<file path="config.mk">
export PLATFORM = sky130hd
export DESIGN_NAME = ahb_to_apb_bridge
export DESIGN_NICKNAME = d
export VERILOG_FILES = /design/src/rtl/ahb_apb_bridge_pkg.sv /design/src/rtl/ahb_to_apb_bridge.sv
export SDC_FILE = /design/constraint.sdc
export NUM_CORES = 1
export LEC_CHECK = 0
export ABC_AREA = 1
export ABC_CLOCK_PERIOD_IN_PS = 1600
export BUFFER_PORTS_ARGS = -buffer_cell sky130_fd_sc_hd__buf_4
export CORE_AREA = 2 2 110 85
export CTS_CLUSTER_DIAMETER = 120
export CTS_CLUSTER_SIZE = 24
export DETAILED_ROUTE_END_ITERATION = 8
export DIE_AREA = 0 0 112 87
export GPL_ROUTABILITY_DRIVEN = 0
export PLACE_DENSITY = 0.79
export SLEW_MARGIN = 10
export SYNTH_ARGS = -nofsm -noshare
export SYNTH_HDL_FRONTEND = slang
export SYNTH_SLANG_ARGS = --single-unit
</file>
<file path="constraint.sdc">
create_clock -name hclk -period 1.6 [get_ports hclk]
set_clock_uncertainty 0.15 [all_clocks]
set_input_delay 0.16 -clock hclk [delete_from_list [all_inputs] [get_ports hclk]]
set_output_delay 0.16 -clock hclk [all_outputs]
set_load 0.03 [all_outputs]
</file>
<file path="src/rtl/ahb_apb_bridge_pkg.sv">
// Shared constants for the AHB-Lite to APB3 bridge: FSM state codes,
// HTRANS encodings and HRESP values.
package ahb_apb_bridge_pkg;

  localparam logic [2:0] ST_IDLE    = 3'd0;
  localparam logic [2:0] ST_WAIT_EN = 3'd1;
  localparam logic [2:0] ST_SETUP   = 3'd2;
  localparam logic [2:0] ST_ACCESS  = 3'd3;
  localparam logic [2:0] ST_DONE    = 3'd4;
  localparam logic [2:0] ST_ERR1    = 3'd5;
  localparam logic [2:0] ST_ERR2    = 3'd6;

  localparam logic [1:0] HTRANS_IDLE   = 2'b00;
  localparam logic [1:0] HTRANS_BUSY   = 2'b01;
  localparam logic [1:0] HTRANS_NONSEQ = 2'b10;
  localparam logic [1:0] HTRANS_SEQ    = 2'b11;

  localparam logic HRESP_OKAY  = 1'b0;
  localparam logic HRESP_ERROR = 1'b1;

  // Only NONSEQ/SEQ carry a real transfer; IDLE/BUSY complete with zero wait.
  function automatic logic htrans_active(input logic [1:0] htrans);
    logic active;
    case (htrans)
      HTRANS_IDLE, HTRANS_BUSY: active = 1'b0;
      HTRANS_NONSEQ, HTRANS_SEQ: active = 1'b1;
      default: active = 1'b0;
    endcase
    return active;
  endfunction

endpackage

</file>
<file path="src/rtl/ahb_to_apb_bridge.sv">
// AHB-Lite slave to APB3 master bridge. One APB SETUP+ACCESS per AHB transfer,
// APB phases advance only on hclk edges qualified by pclken.
module ahb_to_apb_bridge
  import ahb_apb_bridge_pkg::*;
#(
  parameter int ADDRWIDTH      = 32,
  parameter bit REGISTER_RDATA = 1'b1
) (
  input  logic                 hclk,
  input  logic                 hresetn,
  input  logic                 pclken,
  input  logic                 hsel,
  input  logic [ADDRWIDTH-1:0] haddr,
  input  logic [1:0]           htrans,
  input  logic                 hwrite,
  input  logic                 hready,
  input  logic [31:0]          hwdata,
  output logic                 hreadyout,
  output logic                 hresp,
  output logic [31:0]          hrdata,
  output logic [ADDRWIDTH-1:0] paddr,
  output logic                 pwrite,
  output logic [31:0]          pwdata,
  output logic                 psel,
  output logic                 penable,
  input  logic [31:0]          prdata,
  input  logic                 pslverr,
  input  logic                 pready
);

  logic [2:0]           state_q, state_d;
  logic                 hreadyout_q, hreadyout_d;
  logic                 hresp_q, hresp_d;
  logic [31:0]          hrdata_q, hrdata_d;
  logic [ADDRWIDTH-1:0] paddr_q, paddr_d;
  logic                 pwrite_q, pwrite_d;
  logic [31:0]          pwdata_q, pwdata_d;
  logic                 psel_q, psel_d;
  logic                 penable_q, penable_d;

  logic xfer_done_s;
  logic early_ok_s;
  logic ready_s;
  logic accept_s;

  // Unregistered mode signals completion in the ACCESS-complete cycle itself.
  always_comb begin
    xfer_done_s = (state_q == ST_ACCESS) && pclken && pready;
    early_ok_s  = (REGISTER_RDATA == 1'b0) && xfer_done_s && !pslverr;
    ready_s     = hreadyout_q || early_ok_s;
    accept_s    = hsel && hready && htrans_active(htrans) && ready_s;
  end

  always_comb begin
    state_d     = state_q;
    hreadyout_d = hreadyout_q;
    hresp_d     = hresp_q;
    hrdata_d    = hrdata_q;
    paddr_d     = paddr_q;
    pwrite_d    = pwrite_q;
    pwdata_d    = pwdata_q;
    psel_d      = psel_q;
    penable_d   = penable_q;

    case (state_q)
      ST_IDLE: begin
        state_d = ST_IDLE;
      end
      ST_WAIT_EN: begin
        // hwdata is held stable by the stalled data phase, so re-sampling is safe.
        pwdata_d = hwdata;
        if (pclken) begin
          psel_d    = 1'b1;
          penable_d = 1'b0;
          state_d   = ST_SETUP;
        end else begin
          state_d = ST_WAIT_EN;
        end
      end
      ST_SETUP: begin
        if (pclken) begin
          penable_d = 1'b1;
          state_d   = ST_ACCESS;
        end else begin
          state_d = ST_SETUP;
        end
      end
      ST_ACCESS: begin
        if (xfer_done_s) begin
          psel_d    = 1'b0;
          penable_d = 1'b0;
          if (pslverr) begin
            hresp_d = HRESP_ERROR;
            state_d = ST_ERR1;
          end else begin
            if (!pwrite_q) begin
              hrdata_d = prdata;
            end else begin
              hrdata_d = hrdata_q;
            end
            hreadyout_d = 1'b1;
            state_d     = REGISTER_RDATA ? ST_DONE : ST_IDLE;
          end
        end else begin
          state_d = ST_ACCESS;
        end
      end
      ST_DONE: begin
        hresp_d = HRESP_OKAY;
        state_d = ST_IDLE;
      end
      ST_ERR1: begin
        hresp_d     = HRESP_ERROR;
        hreadyout_d = 1'b1;
        state_d     = ST_ERR2;
      end
      ST_ERR2: begin
        hresp_d = HRESP_OKAY;
        state_d = ST_IDLE;
      end
      default: begin
        psel_d      = 1'b0;
        penable_d   = 1'b0;
        hreadyout_d = 1'b1;
        hresp_d     = HRESP_OKAY;
        state_d     = ST_IDLE;
      end
    endcase

    // A new address phase wins over the completion path (pipelined accept).
    if (accept_s) begin
      state_d      = ST_WAIT_EN;
      hreadyout_d  = 1'b0;
      hresp_d      = HRESP_OKAY;
      paddr_d      = haddr;
      paddr_d[1:0] = 2'b00;
      pwrite_d     = hwrite;
    end else begin
      paddr_d = paddr_d;
    end
  end

  always_ff @(posedge hclk) begin
    if (!hresetn) begin
      state_q     <= ST_IDLE;
      hreadyout_q <= 1'b1;
      hresp_q     <= HRESP_OKAY;
      hrdata_q    <= 32'h0000_0000;
      paddr_q     <= '0;
      pwrite_q    <= 1'b0;
      pwdata_q    <= 32'h0000_0000;
      psel_q      <= 1'b0;
      penable_q   <= 1'b0;
    end else begin
      state_q     <= state_d;
      hreadyout_q <= hreadyout_d;
      hresp_q     <= hresp_d;
      hrdata_q    <= hrdata_d;
      paddr_q     <= paddr_d;
      pwrite_q    <= pwrite_d;
      pwdata_q    <= pwdata_d;
      psel_q      <= psel_d;
      penable_q   <= penable_d;
    end
  end

  assign hreadyout = ready_s;
  assign hresp     = hresp_q;
  assign hrdata    = (early_ok_s && !pwrite_q) ? prdata : hrdata_q;
  assign paddr     = paddr_q;
  assign pwrite    = pwrite_q;
  assign pwdata    = pwdata_q;
  assign psel      = psel_q;
  assign penable   = penable_q;

endmodule

</file>
==> results of run 1 <==
-- registers in the layout, indices dropped and copies added, names as in the netlist --
signal and count:
paddr 30, psel 1, hreadyout 1, state_q 3, pwrite 1, penable 1
hrdata 32, pwdata 32, hresp 1
-- cell usage after synthesis --
library cell,instances,area (um^2)
a21oi_1,68,340.3
a21oi_2,1,8.760
a31oi_1,1,6.260
buf_1,2,7.510
buf_2,7,35.03
buf_4,2,15.01
buf_6,9,101.4
clkbuf_1,10,37.54
clkinv_1,1,3.750
clkinv_2,1,5.000
conb_1,1,3.750
dfxtp_1,102,2042
inv_1,40,150.1
nand2_1,80,300.3
nand2_2,2,12.51
nand3_1,3,15.01
nand3_4,1,17.52
nand4_1,3,18.77
nor2_1,68,255.2
nor2_4,2,22.52
nor3_1,1,5.000
o21ai_0,37,185.2
o21ai_1,24,120.1
o21ai_2,4,35.03
-- repair_timing --
action                                  4_1_cts  5_1_grt
endpoints found under the setup margin       33       44
hold endpoints to repair                     98        0
setup buffers                                 0        1
gates resized for setup                       2        5
pin swaps                                     0        1
hold buffers                                 97        0
cloned                                        0        1
-- worst register-to-register path, cell delays in order, from the launching register on --
cell and delay [ns]:
dfxtp_2 0.38, nand2_2 0.08, nor2_4 0.13, nand3_4 0.15, buf_12 0.19, o21ai_1 0.20, a21oi_1 0.08
-- final cells by class --
| type | instances | area [um^2] |
|---|---|---|
| clock buffer | 12 | 266.5 |
| clock inverter | 3 | 42.54 |
| fill | 598 | 2136 |
| inverter | 42 | 170.2 |
| multi-input combinational | 297 | 1355 |
| sequential | 102 | 2044 |
| tap | 112 | 140.1 |
| timing repair buffer | 310 | 2629 |
-- cells by family after synthesis --
| family | synth area share (%) |
|---|---|
| buf+inv | 9.492 |
| flops | 54.55 |
| simple gates | 17.28 |
| other cells | 0.1002 |
| compound gates | 18.58 |
-- routing by layer --
metal / vias to the layer above / global-route usage [%]
li1: 2078 / -
met1: 1909 / 26.86
met2: 185 / 43.53
met3: 24 / 7.446
met4: 0 / 8.093
met5: - / 0
-- final timing paths --
check | endpoint | from | slack [ns]
worst min register to register | hrdata[22] | hrdata[22] | 0.29
worst max-delay path | hrdata[27] | pslverr | 0.02
worst max register to register | hrdata[27] | state_q[0] | 0.13
worst min-delay path | state_q[1] | pready | 0.05
-- power groups by stage --
stage | logic [uW] | registers [uW] | clock network (uW)
6_report | 936 | 2660 | 2210
5_1_grt | 999 | 2670 | 2360
4_1_cts | 907 | 2660 | 2280
3_5_place_dp | 712 | 2710 | 0
3_3_place_gp | 700 | 2710 | 0
2_1_floorplan | 217 | 2850 | 0
-- metrics by stage --
stage	setup WS (ns)	TNS (ns)	utilization (%)	power, uW	instance area [um^2]
floorplan	0.1500	0	-	3069	3747
global placement	-0.02373	-0.5273	60.48	3409	5313
detailed placement	-0.09146	-2.210	60.48	3424	5313
CTS	0.04370	0	75.14	5840	6600
global route	0.003376	0	75.68	6021	6648
finish	0.01873	0	75.68	5807	6648
==> results_dict.tcl, run 1 <==
set metrics [dict create \
    status "finished clean" \
    finalSetupViolations 0 \
    clockBufferDepth 2 \
    grt_max_degree 45 \
    max_cap_violations 0 \
    cp.required_ns 1.67 \
    synth-seq-cells 102 \
    p_comb_share_pct 16.1 \
    drt_wl_total_um 12410 \
    grt.total_usage_pct 23.88 \
    final.min_clock_period_ns 1.581 \
    die_h_um 87 \
    switching_share_pct 23.72 \
    hold_viol_final 0 \
    htree_num_levels 3 \
    core-area_mm2 0.008783 \
    ys.warnings.count 0 \
    cts_made_buffers 9 \
    wl_met1_um 5037 \
    hold-worst-slack_ns 0.04987 \
    worstPathArrival_ns 1.65 \
    grt_pass1_vias 3992 \
    antenna_found_initial 0 \
    clk_latency_ns 0.33 \
    critPathBufInv 3 \
    layout_common_cells "208 x buf_4, 100 x dfxtp_1, 97 x dlygate4sd3_1, 80 x nand2_1" \
    max_freq_ghz 0.6324 \
    vdd_ir_drop_max_mv 0.7158 \
    final_max_slew_viol_count 0 \
    ios 207 \
    synth_cells 470 \
    yosysSeqAreaShare_pct 54.55 \
    rsz0062_at_grt "false" \
    p_per_area_mw_per_mm2 873.5 \
    placed_cells 764 \
    layout-drive-gt1-share_pct 31.46 \
    final_common_cell "buf_4" \
    cp.depth 7 \
    vias 4196 \
    grt_overflow 0 \
    firstDrtPassIters 5 \
    dieArea_mm2 0.009744 \
    antenna_left 0 \
    drc_errors 0 \
    viasPerCell 4.779 \
    die_w_um 112 \
    leakage_uw 0.002914 \
    dp_hpwl_um 7114 \
    wl_met2_um 6151 \
    internal-power_uw 4430 \
    synthesis.area_mm2 0.003744 \
    period_share_pct 98.83 \
    cpPeakStageDelay_ns 0.55 \
    wl_met3_um 960 \
    area_delta_synth_final_pct 77.57 \
    cts_sinks 102 \
    reg2reg_depth 6 \
    portBuffers 201 \
    p_switching_uw 1377 \
    fin_nets 868 \
    synth.distinct_cells 24 \
    start_util_pct 42.62 \
    hold_class "in2reg" \
    fin_cells 878 \
    rows 30 \
    slowest_stage "dlygate4sd3_1" \
    cts_tree "done" \
    top_layer "met4" \
    grt_first_pass_wirelength_um 18770 \
    cts_root_buf "clkbuf_16" \
    seq_power_share_pct 45.8 \
    crit_family "buffers and inverters" \
    critPathLaunchType "input pin" \
    synth_area_per_cell_um2 7.965 \
    diodes 0 \
    endpoint_kind "flop" \
    crit_fanout 19 \
    cts.reportedPaths.clkPinSlew_ns 0.06 \
    drt_iter0_markers 374 \
    whs_path_depth 4 \
    post_drt_wl_per_cell_um 14.13 \
    clkPwrFrac_pct 38.1 \
    crit_type "in2reg" \
    path_cells "dlygate4sd3_1 -> buf_4 -> nor2_1 -> nand3_4 -> buf_12 -> o21ai_1 -> a21oi_1" \
]
Power figures use the tool's default switching activity.
==> inputs of run 2 (changes only) <==
--- a/config.mk
+++ b/config.mk
@@ -8,13 +8,15 @@
 export ABC_AREA = 1
 export ABC_CLOCK_PERIOD_IN_PS = 1600
 export BUFFER_PORTS_ARGS = -buffer_cell sky130_fd_sc_hd__buf_4
-export CORE_AREA = 2 2 110 85
+export CORE_AREA = 2 2 108 84
+export CTS_BUF_LIST = sky130_fd_sc_hd__clkbuf_8
 export CTS_CLUSTER_DIAMETER = 120
 export CTS_CLUSTER_SIZE = 24
 export DETAILED_ROUTE_END_ITERATION = 8
-export DIE_AREA = 0 0 112 87
+export DIE_AREA = 0 0 110 86
 export GPL_ROUTABILITY_DRIVEN = 0
-export PLACE_DENSITY = 0.79
+export PLACE_DENSITY = 0.81
+export SETUP_SLACK_MARGIN = 0.2
 export SLEW_MARGIN = 10
 export SYNTH_ARGS = -nofsm -noshare
 export SYNTH_HDL_FRONTEND = slang
==> results_dict.tcl, run 2 (synthesis gave the netlist of run 1 again) <==
set metrics [dict create \
    endpoint_kind "flop" \
    multiInputGateArea_mm2 0.001376 \
    internal-power_uw 4151 \
    period_share_pct 90.94 \
    cts_root_buf "clkbuf_8" \
    clockBufferDepth 2 \
    status "finished clean" \
    reg2reg_depth 6 \
    post_drt_wl_per_cell_um 15.66 \
    layout-drive-gt1-share_pct 32.51 \
    final_area_mm2 0.006723 \
    final_max_slew_viol_count 0 \
    p_per_area_mw_per_mm2 823.6 \
    crit_type "reg2reg" \
    drc_errors 0 \
    diodes 0 \
    firstDrtPassIters 5 \
    rsz0062_at_grt "true" \
    drt_wl_total_um 13790 \
    crit_fanout 16 \
    layout_common_cells "208 x buf_4, 99 x dfxtp_1, 98 x dlygate4sd3_1, 80 x nand2_1" \
    max_cap_violations 0 \
    clkPwrFrac_pct 34.4 \
    cts_sinks 102 \
    viasPerCell 4.965 \
    placed_area_mm2 0.005294 \
    die_h_um 86 \
    vdd_ir_drop_max_mv 0.5678 \
    cts_tree "done" \
    hold_class "in2reg" \
    grt_max_degree 65 \
    final-seq-area_mm2 0.002051 \
    vias 4369 \
    antenna_found_initial 0 \
    grt_first_pass_wirelength_um 19620 \
    cts_made_buffers 9 \
    start_util_pct 45.05 \
    fillers 483 \
    antenna_left 0 \
    area_delta_synth_final_pct 79.58 \
    cts.reportedPaths.clkPinSlew_ns 0.09 \
    switching_share_pct 25.02 \
    grt_overflow 0 \
    dp_hpwl_um 7301 \
    grt.total_usage_pct 26.64 \
    whs_path_depth 5 \
    dieArea_mm2 0.009460 \
    fin_nets 874 \
    max_freq_ghz 0.6872 \
    place_ws_ns -0.05577 \
    p_switching_uw 1386 \
    seq_power_share_pct 48.0 \
    critPathLaunchType "flop" \
    p_comb_share_pct 17.6 \
    die_w_um 110 \
    clk_latency_ns 0.37 \
    worst_slack_ns 0.1449 \
    worstPathArrival_ns 1.56 \
    htree_num_levels 3 \
    drt_iter0_markers 376 \
    leakage_uw 0.002953 \
    grt_pass1_vias 4218 \
    hold_viol_final 0 \
    core-area_mm2 0.008309 \
    finalSetupViolations 0 \
    portBuffers 201 \
    final.min_clock_period_ns 1.455 \
    cp.required_ns 1.70 \
    final_common_cell "buf_4" \
    rows 29 \
    ios 207 \
]
[run 2: changes by cell type in the layout (fill, tap and decap cells not counted), sizes merged]
cell,before,now
buf,212,213
bufinv,1,3
clkinv,3,4
dlygate4sd3,97,98
inv,40,41
[run 2: layout make-up]
class                   count  area share, %
repair buffers            315          40.78
flip-flops and latches    102          30.50
multi-input cells         297          20.47
inverters                  42          2.568
well taps                 108          2.010
clock buffers               9          1.843
clock inverters             6          1.656
repair inverters            1         0.1675
[run 2: layer usage]
metal  part of all wire (%)  vias up  GRT usage (%)  wire (um)
met5                      0        -              0          0
met2                     52      197          49.36       7157
met3                    7.7       46          8.587       1059
met1                     37     2030          27.32       5075
li1                       -     2096              -          -
met4                    3.6        0          11.05        493
[run 2: power by group through the flow]
stage	registers, uW	logic (uW)	clock network, uW
floorplan	2850	217	0
global route	2670	1040	2050
CTS	2650	913	1930
global placement	2710	698	0
detailed placement	2710	714	0
finish	2660	976	1900
[run 2: critical path, cell delays in order (launching register included)]
cell     delay, ns
dfxtp_1       0.32
buf_4         0.15
nor2_4        0.17
nand3_4       0.14
buf_16        0.19
o21ai_1       0.15
a21oi_1       0.07
[run 2: final timing paths]
path / from / endpoint / slack, ns
max: state_q[2] / hrdata[5] / 0.14
min: pclken / state_q[0] / 0.03
max reg2reg: state_q[2] / hrdata[5] / 0.14
min reg2reg: penable / penable / 0.30
[run 2: stage by stage]
stage	instances	setup TNS (ns)	hold slack [ns]	power, uW	utilization (%)
floorplan	471	0	0.1527	3070	-
global placement	758	0	0.2593	3407	63.71
detailed placement	758	-1.122	0.2639	3427	63.71
CTS	871	0	0.009564	5498	78.69
global route	880	0	0.02496	5755	80.91
finish	880	0	0.03148	5537	80.91
[run 2: repair_timing]
item | CTS | global route
endpoints found under the hold margin | 99 | 0
resized for setup | 8 | 13
pin swaps | 0 | 1
hold buffers | 98 | 0
setup endpoints to repair | 66 | 66
cloned | 0 | 6
setup buffers | 0 | 3
==> inputs of run 3 (changes only) <==
--- a/config.mk
+++ b/config.mk
@@ -15,7 +15,7 @@
 export DETAILED_ROUTE_END_ITERATION = 8
 export DIE_AREA = 0 0 110 86
 export GPL_ROUTABILITY_DRIVEN = 0
-export PLACE_DENSITY = 0.81
+export PLACE_DENSITY = 0.88
 export SETUP_SLACK_MARGIN = 0.2
 export SLEW_MARGIN = 10
 export SYNTH_ARGS = -nofsm -noshare
==> constraint.sdc (replaced) <==
create_clock -name hclk -period 1.6 [get_ports hclk]
set_clock_uncertainty 0.15 [all_clocks]
set_input_delay 0.08 -clock hclk [delete_from_list [all_inputs] [get_ports hclk]]
set_output_delay 0.08 -clock hclk [all_outputs]
set_load 0.03 [all_outputs]
==> results_dict.tcl, run 3 (synthesis gave the netlist of run 1 again) <==
set metrics [dict create \
    rows 29 \
    grt_pass1_vias 4397 \
    crit_fanout 23 \
    period_share_pct 89.70 \
    min_to "state_q[1]" \
    finalSetupViolations 0 \
    tns_ns 0 \
    final.min_clock_period_ns 1.435 \
    endpoint_kind "flop" \
    p_per_area_mw_per_mm2 801.4 \
    reg2reg_from "state_q[0]" \
    cts_made_buffers 9 \
    hold-worst-slack_ns 0.009439 \
    rsz0062_at_grt "true" \
    drt_iter0_markers 275 \
    critPathLaunchType "input pin" \
    area_delta_synth_final_pct 77.61 \
    viasPerCell 4.875 \
    dieArea_mm2 0.009460 \
    die_w_um 110 \
    grt_max_degree 41 \
    max_freq_ghz 0.6968 \
    post_drt_wl_per_cell_um 15.14 \
    reg2reg_slack_ns 0.17 \
    dp_hpwl_um 7438 \
    cts_sinks 102 \
    crit_type "in2reg" \
    grt_first_pass_wirelength_um 20550 \
    start_util_pct 45.05 \
    layout_common_cells "211 x buf_4, 99 x dlygate4sd3_1, 99 x dfxtp_1, 80 x nand2_1, 68 x nor2_1" \
    slowest_stage "dlygate4sd3_1" \
    antenna_found_initial 0 \
    clockBufferDepth 2 \
    cts_root_buf "clkbuf_8" \
    layout-drive-gt1-share_pct 32.86 \
    clk_latency_ns 0.35 \
    hold_class "in2reg" \
    vdd_ir_drop_max_mv 0.6757 \
    min_from "pclken" \
    status "finished clean" \
    cpPeakStageDelay_ns 0.53 \
    reg2reg_depth 6 \
    portBuffers 201 \
    firstDrtPassIters 5 \
    cts.reportedPaths.clkPinSlew_ns 0.09 \
    ios 207 \
    path_cells "buf_4 -> dlygate4sd3_1 -> nand2_1 -> inv_1 -> nand3_4 -> buf_12 -> o21ai_1 -> a21oi_1" \
    cp.required_ns 1.69 \
    fillers 477 \
    worstPathArrival_ns 1.53 \
    drc_errors 0 \
    core-area_mm2 0.008309 \
    die_h_um 86 \
    final_common_cell "buf_4" \
    vias 4295 \
    hold_viol_final 0 \
    final_max_slew_viol_count 0 \
    max_cap_violations 0 \
    diodes 0 \
    cts_tree "done" \
    antenna_left 0 \
    whs_path_depth 4 \
    htree_num_levels 3 \
    drt_wl_total_um 13340 \
    grt_overflow 0 \
    r2r_end "hrdata[20]" \
    fin_nets 874 \
    leakage_uw 0.002914 \
    grt.total_usage_pct 27.68 \
]
[run 3: worst max-delay path by stage]
| stage | startpoint | to | slack, ns |
|---|---|---|---|
| final | pready | hrdata[20] | 0.16 |
| after global routing | state_q[0] | hrdata[26] | 0.11 |
| after CTS | state_q[0] | hrdata[25] | 0.19 |
| after detailed placement | state_q[2] | pwdata[23] | 0.04 |
| after global placement | state_q[2] | pwdata[8] | 0.11 |
| after floorplan | state_q[1] | hrdata[14] | 0.24 |
[run 3: cell type report]
cell class	count	area (um^2)	share of cell area, %
well taps	108	135.1	2.032
clock buffers	9	123.9	1.863
clock inverters	7	91.34	1.374
inverters	42	170.2	2.559
repair buffers	316	2690	40.46
flip-flops and latches	102	2048	30.81
multi-input cells	297	1390	20.91
[run 3: stage by stage]
stage	utilization (%)	cells	power [uW]	setup slack, ns	instance area [um^2]
final	80.02	881	5328	0.1648	6649
after floorplan	-	471	3070	0.2450	3749
after global placement	63.83	761	3407	0.1066	5304
after CTS	79.04	879	5326	0.1936	6568
after detailed placement	63.83	761	3429	0.04248	5304
after global routing	80.02	881	5539	0.1129	6649
[run 3: where the power goes]
part / total, uW / leakage (uW) / switching (uW) / internal [uW]
Sequential: 2660 / 0.000828 / 45.7 / 2610
Combinational: 957 / 0.00198 / 459 / 498
Clock: 1710 / 0.000108 / 841 / 873
Total: 5330 / 0.00291 / 1350 / 3980
[run 3: repair_timing]
action | CTS | global route
hold buffers | 98 | 1
hold endpoints to repair | 100 | 3
setup endpoints to repair | 62 | 65
resized for setup | 5 | 19
pin swaps | 1 | 1
buffers inserted | 3 | 1
cloned | 1 | 0
[run 3: metal layers]
layer  up-vias  part of all wire, %  wire [um]  global-route usage, %
met4         0                  4.2        563                  13.00
met1      1941                   37       4980                  28.88
met2       202                   50       6666                  49.97
li1       2092                    -          -                      -
met5         -                    0          0                      0
met3        60                  8.4       1126                  8.891
[run 3: worst max-delay path, delay by kind of cell]
kind                   cells  cell delay [ns]
AO/OA/AOI/OAI              2             0.27
buffers and inverters      4             0.94
AND/OR/NAND/NOR            2             0.23
